**src/rtl/demux_8x4_sequencial_pkg.sv**
```systemverilog
// -----------------------------------------------------------------------------
// demux_pkg
//   Shared definitions for the registered 1-to-8 demultiplexer.
//   N_CH        : number of output channels
//   SEL_W       : width of a channel index
//   chan_idx_t  : channel index type
//   modo_t      : selection mode (explicit select or auto-scan)
// -----------------------------------------------------------------------------
package demux_pkg;

    localparam int N_CH  = 8;
    localparam int SEL_W = 3;

    typedef logic [SEL_W-1:0] chan_idx_t;

    typedef enum logic {
        MODO_EXPLICITO = 1'b0,
        MODO_VARREDURA = 1'b1
    } modo_t;

endpackage : demux_pkg

```
**src/rtl/demux_8x4_sequencial_if.sv**
```systemverilog
// -----------------------------------------------------------------------------
// demux_8x4_sequencial_if
//   Bus bundle between a word source and the demultiplexer.
//   Source side : in_valid, in_data, modo, seletor
//   Sink side   : out0..out7, out_valid, scan_idx, frame_done, frame_count
//
//   Handshake: in_valid alone qualifies in_data/modo/seletor at a rising
//   clk edge. There is no ready; the demux accepts every valid word, so the
//   source never stalls. out_valid[k] is a one-cycle strobe marking the
//   cycle in which outk holds a newly written word.
//
//   master : the word source (drives inputs, observes outputs)
//   slave  : the demultiplexer
// -----------------------------------------------------------------------------
interface demux_8x4_sequencial_if #(
    parameter int WIDTH = 4
);
    import demux_pkg::*;

    logic             in_valid;
    logic [WIDTH-1:0] in_data;
    logic             modo;
    chan_idx_t        seletor;

    logic [WIDTH-1:0] out0;
    logic [WIDTH-1:0] out1;
    logic [WIDTH-1:0] out2;
    logic [WIDTH-1:0] out3;
    logic [WIDTH-1:0] out4;
    logic [WIDTH-1:0] out5;
    logic [WIDTH-1:0] out6;
    logic [WIDTH-1:0] out7;
    logic [N_CH-1:0]  out_valid;
    chan_idx_t        scan_idx;
    logic             frame_done;
    logic [7:0]       frame_count;

    modport master (
        output in_valid, in_data, modo, seletor,
        input  out0, out1, out2, out3, out4, out5, out6, out7,
        input  out_valid, scan_idx, frame_done, frame_count
    );

    modport slave (
        input  in_valid, in_data, modo, seletor,
        output out0, out1, out2, out3, out4, out5, out6, out7,
        output out_valid, scan_idx, frame_done, frame_count
    );

endinterface : demux_8x4_sequencial_if

```
**src/rtl/demux_8x4_sequencial_contador_varredura.sv**
```systemverilog
// -----------------------------------------------------------------------------
// contador_varredura
//   Auto-scan channel counter: counts 0..7 and wraps.
//   clk, rst_n : clock, asynchronous active-low reset
//   clear      : synchronous clear to 0 (priority over enable)
//   enable     : advance by one at this edge
//   count      : current count (next channel to be written)
//   wrap       : high when count = 7 and enable = 1 (this edge ends a frame)
// -----------------------------------------------------------------------------
module contador_varredura
    import demux_pkg::*;
(
    input  logic      clk,
    input  logic      rst_n,
    input  logic      clear,
    input  logic      enable,
    output chan_idx_t count,
    output logic      wrap
);

    always_ff @(posedge clk or negedge rst_n) begin
        if (!rst_n) begin
            count <= '0;
        end else if (clear) begin
            count <= '0;
        end else if (enable) begin
            // Natural 3-bit overflow gives the 7 -> 0 wrap.
            count <= count + 1'b1;
        end
    end

    assign wrap = enable && (count == chan_idx_t'(N_CH - 1));

endmodule : contador_varredura

```
**src/rtl/demux_8x4_sequencial.sv**
```systemverilog
// -----------------------------------------------------------------------------
// demux_8x4_sequencial
//   Registered 1-to-8 demultiplexer. Each accepted word is written into one
//   held output channel, chosen either by seletor (explicit mode) or by an
//   internal auto-scan counter that fills channels 0..7 in order and pulses
//   frame_done after channel 7.
//
//   Ports
//     clk   : rising-edge clock
//     rst_n : asynchronous active-low reset
//     clear : synchronous clear of channels, scan counter, strobes and count
//     bus   : slave side of demux_8x4_sequencial_if (data in, channels out)
//
//   Optional build macro DEMUX_FRAME_COUNT_EN: when defined, frame_count
//   counts completed auto-scan frames (wraps 255 -> 0); otherwise it is tied
//   to 0 and no counter register exists.
// -----------------------------------------------------------------------------
module demux_8x4_sequencial
    import demux_pkg::*;
#(
    parameter int WIDTH = 4
)(
    input  logic                    clk,
    input  logic                    rst_n,
    input  logic                    clear,
    demux_8x4_sequencial_if.slave   bus
);

    logic [WIDTH-1:0] chan_q [N_CH];
    logic [N_CH-1:0]  out_valid_q;
    logic             frame_done_q;
    chan_idx_t        scan_idx;
    logic             scan_wrap;
    logic             scan_en;
    chan_idx_t        wr_idx;
    modo_t            modo;

    assign modo    = modo_t'(bus.modo);
    assign scan_en = bus.in_valid && (modo == MODO_VARREDURA);
    // seletor only matters in explicit mode; auto-scan writes the held index.
    assign wr_idx  = (modo == MODO_VARREDURA) ? scan_idx : bus.seletor;

    contador_varredura u_contador (
        .clk    (clk),
        .rst_n  (rst_n),
        .clear  (clear),
        .enable (scan_en),
        .count  (scan_idx),
        .wrap   (scan_wrap)
    );

    always_ff @(posedge clk or negedge rst_n) begin
        if (!rst_n) begin
            for (int k = 0; k < N_CH; k++) chan_q[k] <= '0;
            out_valid_q  <= '0;
            frame_done_q <= 1'b0;
        end else if (clear) begin
            // clear wins over a simultaneous word: it is dropped, no strobe.
            for (int k = 0; k < N_CH; k++) chan_q[k] <= '0;
            out_valid_q  <= '0;
            frame_done_q <= 1'b0;
        end else begin
            out_valid_q  <= '0;
            frame_done_q <= 1'b0;
            if (bus.in_valid) begin
                chan_q[wr_idx] <= bus.in_data;
                out_valid_q    <= {{(N_CH-1){1'b0}}, 1'b1} << wr_idx;
                frame_done_q   <= scan_wrap;
            end
        end
    end

`ifdef DEMUX_FRAME_COUNT_EN
    logic [7:0] frame_count_q;

    always_ff @(posedge clk or negedge rst_n) begin
        if (!rst_n) begin
            frame_count_q <= '0;
        end else if (clear) begin
            frame_count_q <= '0;
        end else if (scan_wrap) begin
            // Same edge that launches frame_done; 8-bit overflow wraps 255 -> 0.
            frame_count_q <= frame_count_q + 8'd1;
        end
    end

    assign bus.frame_count = frame_count_q;
`else
    assign bus.frame_count = 8'd0;
`endif

    assign bus.out0       = chan_q[0];
    assign bus.out1       = chan_q[1];
    assign bus.out2       = chan_q[2];
    assign bus.out3       = chan_q[3];
    assign bus.out4       = chan_q[4];
    assign bus.out5       = chan_q[5];
    assign bus.out6       = chan_q[6];
    assign bus.out7       = chan_q[7];
    assign bus.out_valid  = out_valid_q;
    assign bus.scan_idx   = scan_idx;
    assign bus.frame_done = frame_done_q;

endmodule : demux_8x4_sequencial
```
**src/flat_wrapper.sv**
```systemverilog
// flat-port wrapper written by rule: the top's interface ports become plain ports
module demux_8x4_sequencial_flat import demux_pkg::*;
#(
    parameter int WIDTH = 4
)
  (clk, rst_n, clear, bus_in_valid, bus_in_data, bus_modo, bus_seletor, bus_out0, bus_out1, bus_out2, bus_out3, bus_out4, bus_out5, bus_out6, bus_out7, bus_out_valid, bus_scan_idx, bus_frame_done, bus_frame_count);
  demux_8x4_sequencial_if #(.WIDTH(WIDTH)) bus_i ();
  input  logic clk;
  input  logic rst_n;
  input  logic clear;
  input wire logic [$bits(bus_i.in_valid)-1:0] bus_in_valid;
  input wire logic [$bits(bus_i.in_data)-1:0] bus_in_data;
  input wire logic [$bits(bus_i.modo)-1:0] bus_modo;
  input wire logic [$bits(bus_i.seletor)-1:0] bus_seletor;
  output wire logic [$bits(bus_i.out0)-1:0] bus_out0;
  output wire logic [$bits(bus_i.out1)-1:0] bus_out1;
  output wire logic [$bits(bus_i.out2)-1:0] bus_out2;
  output wire logic [$bits(bus_i.out3)-1:0] bus_out3;
  output wire logic [$bits(bus_i.out4)-1:0] bus_out4;
  output wire logic [$bits(bus_i.out5)-1:0] bus_out5;
  output wire logic [$bits(bus_i.out6)-1:0] bus_out6;
  output wire logic [$bits(bus_i.out7)-1:0] bus_out7;
  output wire logic [$bits(bus_i.out_valid)-1:0] bus_out_valid;
  output wire logic [$bits(bus_i.scan_idx)-1:0] bus_scan_idx;
  output wire logic [$bits(bus_i.frame_done)-1:0] bus_frame_done;
  output wire logic [$bits(bus_i.frame_count)-1:0] bus_frame_count;
  assign bus_i.in_valid = bus_in_valid;
  assign bus_i.in_data = bus_in_data;
  assign bus_i.modo = bus_modo;
  assign bus_i.seletor = bus_seletor;
  assign bus_out0 = bus_i.out0;
  assign bus_out1 = bus_i.out1;
  assign bus_out2 = bus_i.out2;
  assign bus_out3 = bus_i.out3;
  assign bus_out4 = bus_i.out4;
  assign bus_out5 = bus_i.out5;
  assign bus_out6 = bus_i.out6;
  assign bus_out7 = bus_i.out7;
  assign bus_out_valid = bus_i.out_valid;
  assign bus_scan_idx = bus_i.scan_idx;
  assign bus_frame_done = bus_i.frame_done;
  assign bus_frame_count = bus_i.frame_count;
  demux_8x4_sequencial #(.WIDTH(WIDTH)) u_core (.clk(clk), .rst_n(rst_n), .clear(clear), .bus(bus_i));
endmodule
```
**config.mk**
```make
export PLATFORM = sky130hd
export DESIGN_NAME = demux_8x4_sequencial_flat
export DESIGN_NICKNAME = d
export VERILOG_FILES = /design/src/rtl/demux_8x4_sequencial_pkg.sv /design/src/rtl/demux_8x4_sequencial_if.sv /design/src/rtl/demux_8x4_sequencial_contador_varredura.sv /design/src/rtl/demux_8x4_sequencial.sv /design/src/flat_wrapper.sv
export SDC_FILE = /design/constraint.sdc
export NUM_CORES = 1
export LEC_CHECK = 0
export ABC_AREA = 1
export CAP_MARGIN = 20
export CORE_UTILIZATION = 41
export DETAILED_ROUTE_END_ITERATION = 8
export DONT_BUFFER_PORTS = 1
export REMOVE_ABC_BUFFERS = 1
export SYNTH_ARGS = -nofsm -noshare
export SYNTH_HDL_FRONTEND = slang
export SYNTH_SLANG_ARGS = --single-unit
```
**constraint.sdc**
```tcl
create_clock -name clk -period 1.5 [get_ports clk]
set_input_delay 0.225 -clock clk [delete_from_list [all_inputs] [get_ports clk]]
set_output_delay 0.225 -clock clk [all_outputs]
set_load 0.1 [all_outputs]
```
==> results by group, run 1 <==
Outcome
  • Status: finished, final reports clean

Yosys
  • Mux share of post-synthesis cell area: 0
  • Post-synthesis sequential area ratio: 0.530
  • Synth Area in Adders: 0.0121
  • Synthesized instance count: between 200 and 250
  • Simple-gate share of the synthesized area: 0.365
  • Dominant combinational cell family by area after synthesis: simple AND/OR/NAND/NOR gates
  • Netlist cell types: 21
  • #FFs+latches synth: 44
  • Compound-Gate Fraction of Synth Area: 0.0102
  • Ys Warns: 0
  • Post-Synth XOR/XNOR Area: 0.00422
  • Post-Syn Area: a little over 2000 um^2
  • Mean Syn Cell Area: around 9.0 um^2

Routing
  • Routed WL per cell: around 14 um
  • Initial DRC Count: 93
  • First-pass DRT Iterations: 4
  • Vias: roughly 1,600
  • DRC: 0
  • Via density: 4.87
  • WL final: roughly 4.5 mm
  • Post-route ant nets: 0

GRT
  • Grt ovf: 0
  • Initial antenna violation count: 0
  • First-pass GRT wire length: 7.29 mm
  • Largest net degree at the start of global routing: 45
  • GRT Total Usage: 0.184
  • Vias in the first global route: around 1,500

Clocking
  • Clk_lat worst skew: 290 ps
  • CTS buffer count: 5
  • CTS root buf: clkbuf_8
  • CTS max path bufs: 2
  • Post-CTS Setup Inserts: 0
  • Reg clk slew, reported paths: ~80 ps
  • TritonCTS clock tree: built
  • Htree depth: 2
  • Sink Count: 44

Layout
  • # fillers: 473
  • Commonest non-fill, non-tap cells in the layout: 66 x nand3_1, 49 x nand2_1, 43 x dfrtp_1
  • Fin nets: ~270
  • Layout cells sized above 1: 0.246
  • Commonest non-fill, non-tap cell in the layout: nand3_1
  • Fin util: 0.495
  • Area delta synth->final: 14.1%
  • Diodes inserted: 0
  • Register Area: around 1100 um^2
  • Multi-input logic area: 842 um^2

STA
  • Worst-Margin Slew: roughly 920 ps
  • Max Fclk: about 0.68 GHz
  • Final Critical Period: about 1500 ps
  • Final Hold Viols: 0
  • Slew Limit Fails: 0
  • RSZ-0062 raised after global routing: false
  • Final setup fails: 0
  • Setup Skew: a little over 4 ps
  • Max_slew headroom: 0.384
  • Period utilisation layout: 0.984
  • Final TNS setup: 0 ps
  • Worst hold slack: around 60 ps

Critical path
  • Critical Path Start Type: flip-flop
  • CP max FO: 2
  • Critical Path Sink Type: output port
  • Worst r2r path cells: 5
  • CP arrival: about 1300 ps
  • Critical path depth in cells: 0
  • CP Class: reg2out
  • Worst EP required: 1270 ps

Job
  • Max_cap viols: 0

Hold path
  • Worst Hold Class: in2reg
  • Hold Path Depth: 2

Die
  • I/O Pins: between 60 and 70
  • Starting density of the core: 0.434
  • FP Rows: 25
  • Core Area: ~4800 um^2
  • Die Height: between 70 and 80 um
  • Die width: ~73 um
  • Die ar.: 5350 um^2

Power
  • Combinational power share: 0.160
  • Leakage: 1.27 nW
  • PD cells: approximately 1000 nW/um^2
  • Fraction of power consumed by sequential logic: 0.537
  • Clock power frac: 0.303
  • P_int: approximately 0.0017 W
  • Switching portion of total power: 0.329
  • Switch Pwr: just over 0.0008 W
  • Worst VDD drop: about 0.68 mV

Placement
  • RD Place Congestion: 0.783
  • Detailed Place HPWL: 3.14 mm
  • PortBufs: 0
## power by group through the flow
stage          Combinational (W)  Clock [W]  Sequential [W]
3_5_place_dp            0.000356          0         0.00135
4_1_cts                 0.000397   0.000778         0.00132
3_3_place_gp            0.000353          0         0.00135
2_1_floorplan           0.000212          0         0.00143
6_report                0.000394   0.000747         0.00132
5_1_grt                 0.000423   0.000816         0.00133
## final cells by class
type | instances | share of cell area
timing repair buffer | 26 | 0.0930
clock buffer | 8 | 0.0380
sequential | 44 | 0.465
multi-input combinational | 166 | 0.356
tap | 67 | 0.0354
inverter | 8 | 0.0127
## per-layer routing
| layer | vias to the layer above | wire length [um] | share of wire | track usage |
|---|---|---|---|---|
| li1 | 773 | - | - | - |
| met1 | 719 | 1950 | 0.44 | 0.242 |
| met2 | 52 | 2080 | 0.47 | 0.279 |
| met3 | 9 | 353 | 0.079 | 0.0552 |
| met4 | 0 | 78 | 0.017 | 0.0850 |
| met5 | - | 0 | 0 | 0 |
## what timing repair did
action / CTS / global route
setup endpoints to repair: 0 / 1
hold endpoints to repair: 53 / 0
hold buffers: 3 / 0
resized for setup: 0 / 1
## per-stage QoR
step                      area [um^2]  setup slack [ps]  instances  total power, W
after floorplan                  1970              -309        218         0.00165
after global placement           2230               236        308         0.00170
after detailed placement         2230               218        308         0.00170
after CTS                        2370              11.6        319         0.00250
after global routing             2370              2.19        319         0.00257
final                            2370              23.4        319         0.00247
## cell usage after synthesis
master | n | area share
a21boi_2 | 1 | 0.0054
buf_1 | 1 | 0.0018
buf_2 | 3 | 0.0072
buf_4 | 9 | 0.033
clkbuf_2 | 4 | 0.0096
clkbuf_4 | 3 | 0.011
conb_1 | 1 | 0.0018
dfrtp_1 | 44 | 0.53
ha_1 | 2 | 0.012
inv_1 | 5 | 0.0090
inv_2 | 3 | 0.0054
nand2_1 | 49 | 0.089
nand2_2 | 13 | 0.039
nand2_4 | 1 | 0.0054
nand3_1 | 66 | 0.16
nand3_4 | 1 | 0.0084
nor2_1 | 10 | 0.018
nor2_2 | 8 | 0.024
nor2_4 | 4 | 0.022
o21ai_0 | 2 | 0.0048
xor2_1 | 1 | 0.0042
## kinds of logic after synthesis
logic type      count (synthesis)
buf+inv                        28
xor+xnor                        1
fa+ha+maj                       2
flops                          44
compound gates                  3
simple gates                  152
other cells                     1
## registers in the layout, summed over array words and instances (netlist names), 3 cells and up
register / cells
u_core.bus.out6: 4
u_core.bus.out3: 4
u_core.bus.out2: 4
u_core.bus.out4: 4
u_core.u_contador.count: 3
u_core.bus.out7: 4
u_core.bus.out0: 4
u_core.bus.out1: 4
u_core.bus.out_valid: 8
u_core.bus.out5: 4
## path summary, 6_finish.rpt
path,startpoint,endpoint,slack (ps)
worst max-delay path,u_core.bus.out2[1],bus_out2[1],20
worst min-delay path,bus_in_data[2],u_core.bus.out0[2],60
worst max register to register,u_core.u_contador.count[0],u_core.bus.out5[0],210
worst min register to register,u_core.bus.out6[1],u_core.bus.out6[1],510
max in group asynchronous,rst_n,u_core.bus.out5[1],860
min in group asynchronous,rst_n,u_core.bus.frame_done,430
No activity file was read; power rests on OpenSTA's default activity.
==> run 2, diff against run 1 <==
--- a/config.mk
+++ b/config.mk
@@ -8,6 +8,7 @@
 export ABC_AREA = 1
 export CAP_MARGIN = 20
 export CORE_UTILIZATION = 41
+export CTS_CLUSTER_SIZE = 25
 export DETAILED_ROUTE_END_ITERATION = 8
 export DONT_BUFFER_PORTS = 1
 export REMOVE_ABC_BUFFERS = 1
==> results of run 2 <==
Same layout as run 1: the final DEF is identical, and so are final timing and power.
==> run 3, diff against run 2 <==
--- a/config.mk
+++ b/config.mk
@@ -6,8 +6,10 @@
 export NUM_CORES = 1
 export LEC_CHECK = 0
 export ABC_AREA = 1
-export CAP_MARGIN = 20
+export CAP_MARGIN = 0
+export CORE_MARGIN = 3
 export CORE_UTILIZATION = 41
+export CTS_BUF_LIST = sky130_fd_sc_hd__clkbuf_2
 export CTS_CLUSTER_SIZE = 25
 export DETAILED_ROUTE_END_ITERATION = 8
 export DONT_BUFFER_PORTS = 1
==> run 3 against run 2 <==
- non-clock buffer count rose by 5
- clock power down 9.6%
- via count rose by 3.0%
- sequential share of layout area is 0.21 points lower
- sequential cell count stayed put
- core utilization increased by 1.1 points
- global-route usage is 1.2 points lower
==> results by group, run 3 (same netlist as run 1, synthesis figures left out) <==
Power
  • PD cells: 996 nW/um^2 (-4.3%)
  • Leakage: 1.26 nW (-1.3%)
  • Worst VDD drop: 0.557 mV (-18%)

Critical path
  • CP Class: reg2out
  • CP arrival: 1180 ps (-70 ps)
  • Critical path depth in cells: 0 (unchanged)
  • Crit path to: bus_out0[0]
  • Worst EP required: 1270 ps (about the same)
  • R2R setup slack: 260 ps (+50 ps)
  • Reg-to-Reg End: u_core.bus.out0[1]
  • Critical Path Start Type: flip-flop
  • RR Startpoint: u_core.u_contador.count[2]
  • CP startpoint: u_core.bus.out0[0]
  • Worst r2r path cells: 7 (+2)
  • Critical Path Sink Type: output port
  • CP max FO: 2 (unchanged)

STA
  • Final setup fails: 0 (unchanged)
  • Period utilisation layout: 0.937 (-0.0478)
  • Slew Limit Fails: 0 (unchanged)
  • RSZ-0062 raised after global routing: false
  • Setup Skew: 26.9 ps (+22.8 ps)
  • Worst-Margin Slew: 505 ps (-419 ps)
  • Final Critical Period: 1400 ps (-71.8 ps)
  • Post-route worst setup slack: 95.2 ps (+71.8 ps)
  • Max Fclk: 0.712 GHz (+5.1%)
  • Max_slew headroom: 0.664 (+0.279)
  • Final Hold Viols: 0 (unchanged)

Die
  • I/O Pins: 64 (unchanged)
  • Die ar.: 5950 um^2 (+11%)
  • FP Rows: 25 (unchanged)
  • Core Area: 4820 um^2 (+0.65%)
  • Die Height: 77.2 um (+5.5%)
  • Starting density of the core: 0.431 (-0.00282)
  • Die width: 77.2 um (+5.5%)

Routing
  • Routed WL per cell: 14.9 um (+6.7%)
  • Max Used Layer: met4
  • WL final: 4.84 mm (+8.3%)
  • DR WL met2: 2.22 mm (+6.5%)
  • Post-route ant nets: 0 (unchanged)
  • DR WL met3: 383 um (+8.5%)
  • Vias: 1,599 (+3.0%)
  • Via density: 4.94 (+1.4%)
  • First-pass DRT Iterations: 4 (unchanged)
  • Metal-1 WL: 2.16 mm (+10%)
  • Initial DRC Count: 97 (+4.3%)
  • DRC: 0 (unchanged)

Layout
  • Diodes inserted: 0 (unchanged)
  • Commonest non-fill, non-tap cells in the layout: 66 x nand3_1, 49 x nand2_1, 23 x dfrtp_2
  • Fin nets: 270 (+1.9%)
  • Final Cell Area: 2440 um^2 (+3.0%)
  • Layout cells sized above 1: 0.327 (+0.0808)
  • Commonest non-fill, non-tap cell in the layout: nand3_1
  • Largest register FFs: 8 (unchanged)
  • Area delta synth->final: 17.5%

GRT
  • GRT Total Usage: 0.172 (-0.0118)
  • First-pass GRT wire length: 7.96 mm (+9.1%)
  • Largest net degree at the start of global routing: 69 (+53%)
  • Grt ovf: 0 (unchanged)
  • Vias in the first global route: 1,588 (+5.1%)
  • Initial antenna violation count: 0 (unchanged)

Clocking
  • TritonCTS clock tree: built
  • CTS root buf: clkbuf_2
  • CTS max path bufs: 2 (unchanged)
  • CTS buffer count: 5 (unchanged)
  • Reg clk slew, reported paths: 240 ps (+160 ps)
  • Clk_lat worst skew: 430 ps (+140 ps)
  • Sink Count: 44 (unchanged)
  • Htree depth: 2 (unchanged)

Job
  • Max_cap viols: 0 (unchanged)

Placement
  • Placed cell area: 2230 um^2 (+0.22%)
  • Post-place setup slack: 260 ps (+42.1 ps)
  • RD Place Congestion: 0.788 (+0.64%)
  • PortBufs: 0 (unchanged)
  • Detailed Place HPWL: 3.29 mm (+4.7%)

Outcome
  • Status: finished, final reports clean

Hold path
  • Worst Hold Class: in2reg
-- run 3: worst min path at each step --
stage	start	endpoint	slack, ps	cells after the start
finish	bus_in_valid	u_core.bus.out0[0]	70	4
global route	bus_in_valid	u_core.bus.out2[3]	50	4
CTS	bus_in_valid	u_core.bus.out0[0]	40	4
detailed placement	rst_n	u_core.bus.out5[1]	-70	0
global placement	rst_n	u_core.bus.out5[1]	-70	0
floorplan	rst_n	u_core.bus.frame_done	-70	0
-- run 3: repair_timing --
item | in CTS | in global routing
hold endpoints to repair | 86 | 0
gates resized for setup | 23 | 0
setup buffers | 0 | 0
hold buffers | 9 | 0
endpoints found under the setup margin | 23 | 0
-- run 3: final cells by class --
cell class | instances | area, um^2
tap | 67 | 83.8
fill | 485 | 2380
inverter | 8 | 30.0
multi-input combinational | 166 | 842
clock buffer | 5 | 25.0
sequential | 44 | 1130
clock inverter | 3 | 42.5
timing repair buffer | 31 | 285
-- run 3: metrics by stage --
step / std cells / util / hold WS, ps / TNS, ps / power (W)
6_report: 324 / 0.506 / 65.3 / 0 / 0.00243
5_1_grt: 324 / 0.506 / 52.7 / 0 / 0.00254
4_1_cts: 324 / 0.506 / 40.8 / 0 / 0.00245
3_5_place_dp: 307 / 0.464 / -69.2 / 0 / 0.00170
3_3_place_gp: 307 / 0.464 / -69.2 / 0 / 0.00170
2_1_floorplan: 218 / - / -70.6 / -10070 / 0.00165
-- run 3: report_power, final --
group	internal (W)	total, W	switching, W	leakage (nW)
clock	0.000280	0.000675	0.000395	0.0406
combinational	0.0000816	0.000421	0.000339	0.645
sequential	0.00121	0.00133	0.000119	0.572
total	0.00158	0.00243	0.000853	1.26
-- run 3: layer usage --
layer	GRT usage	vias to the layer above
met3	0.0646	8
met5	0	-
li1	-	785
met2	0.259	55
met1	0.226	751
met4	0.0658	0
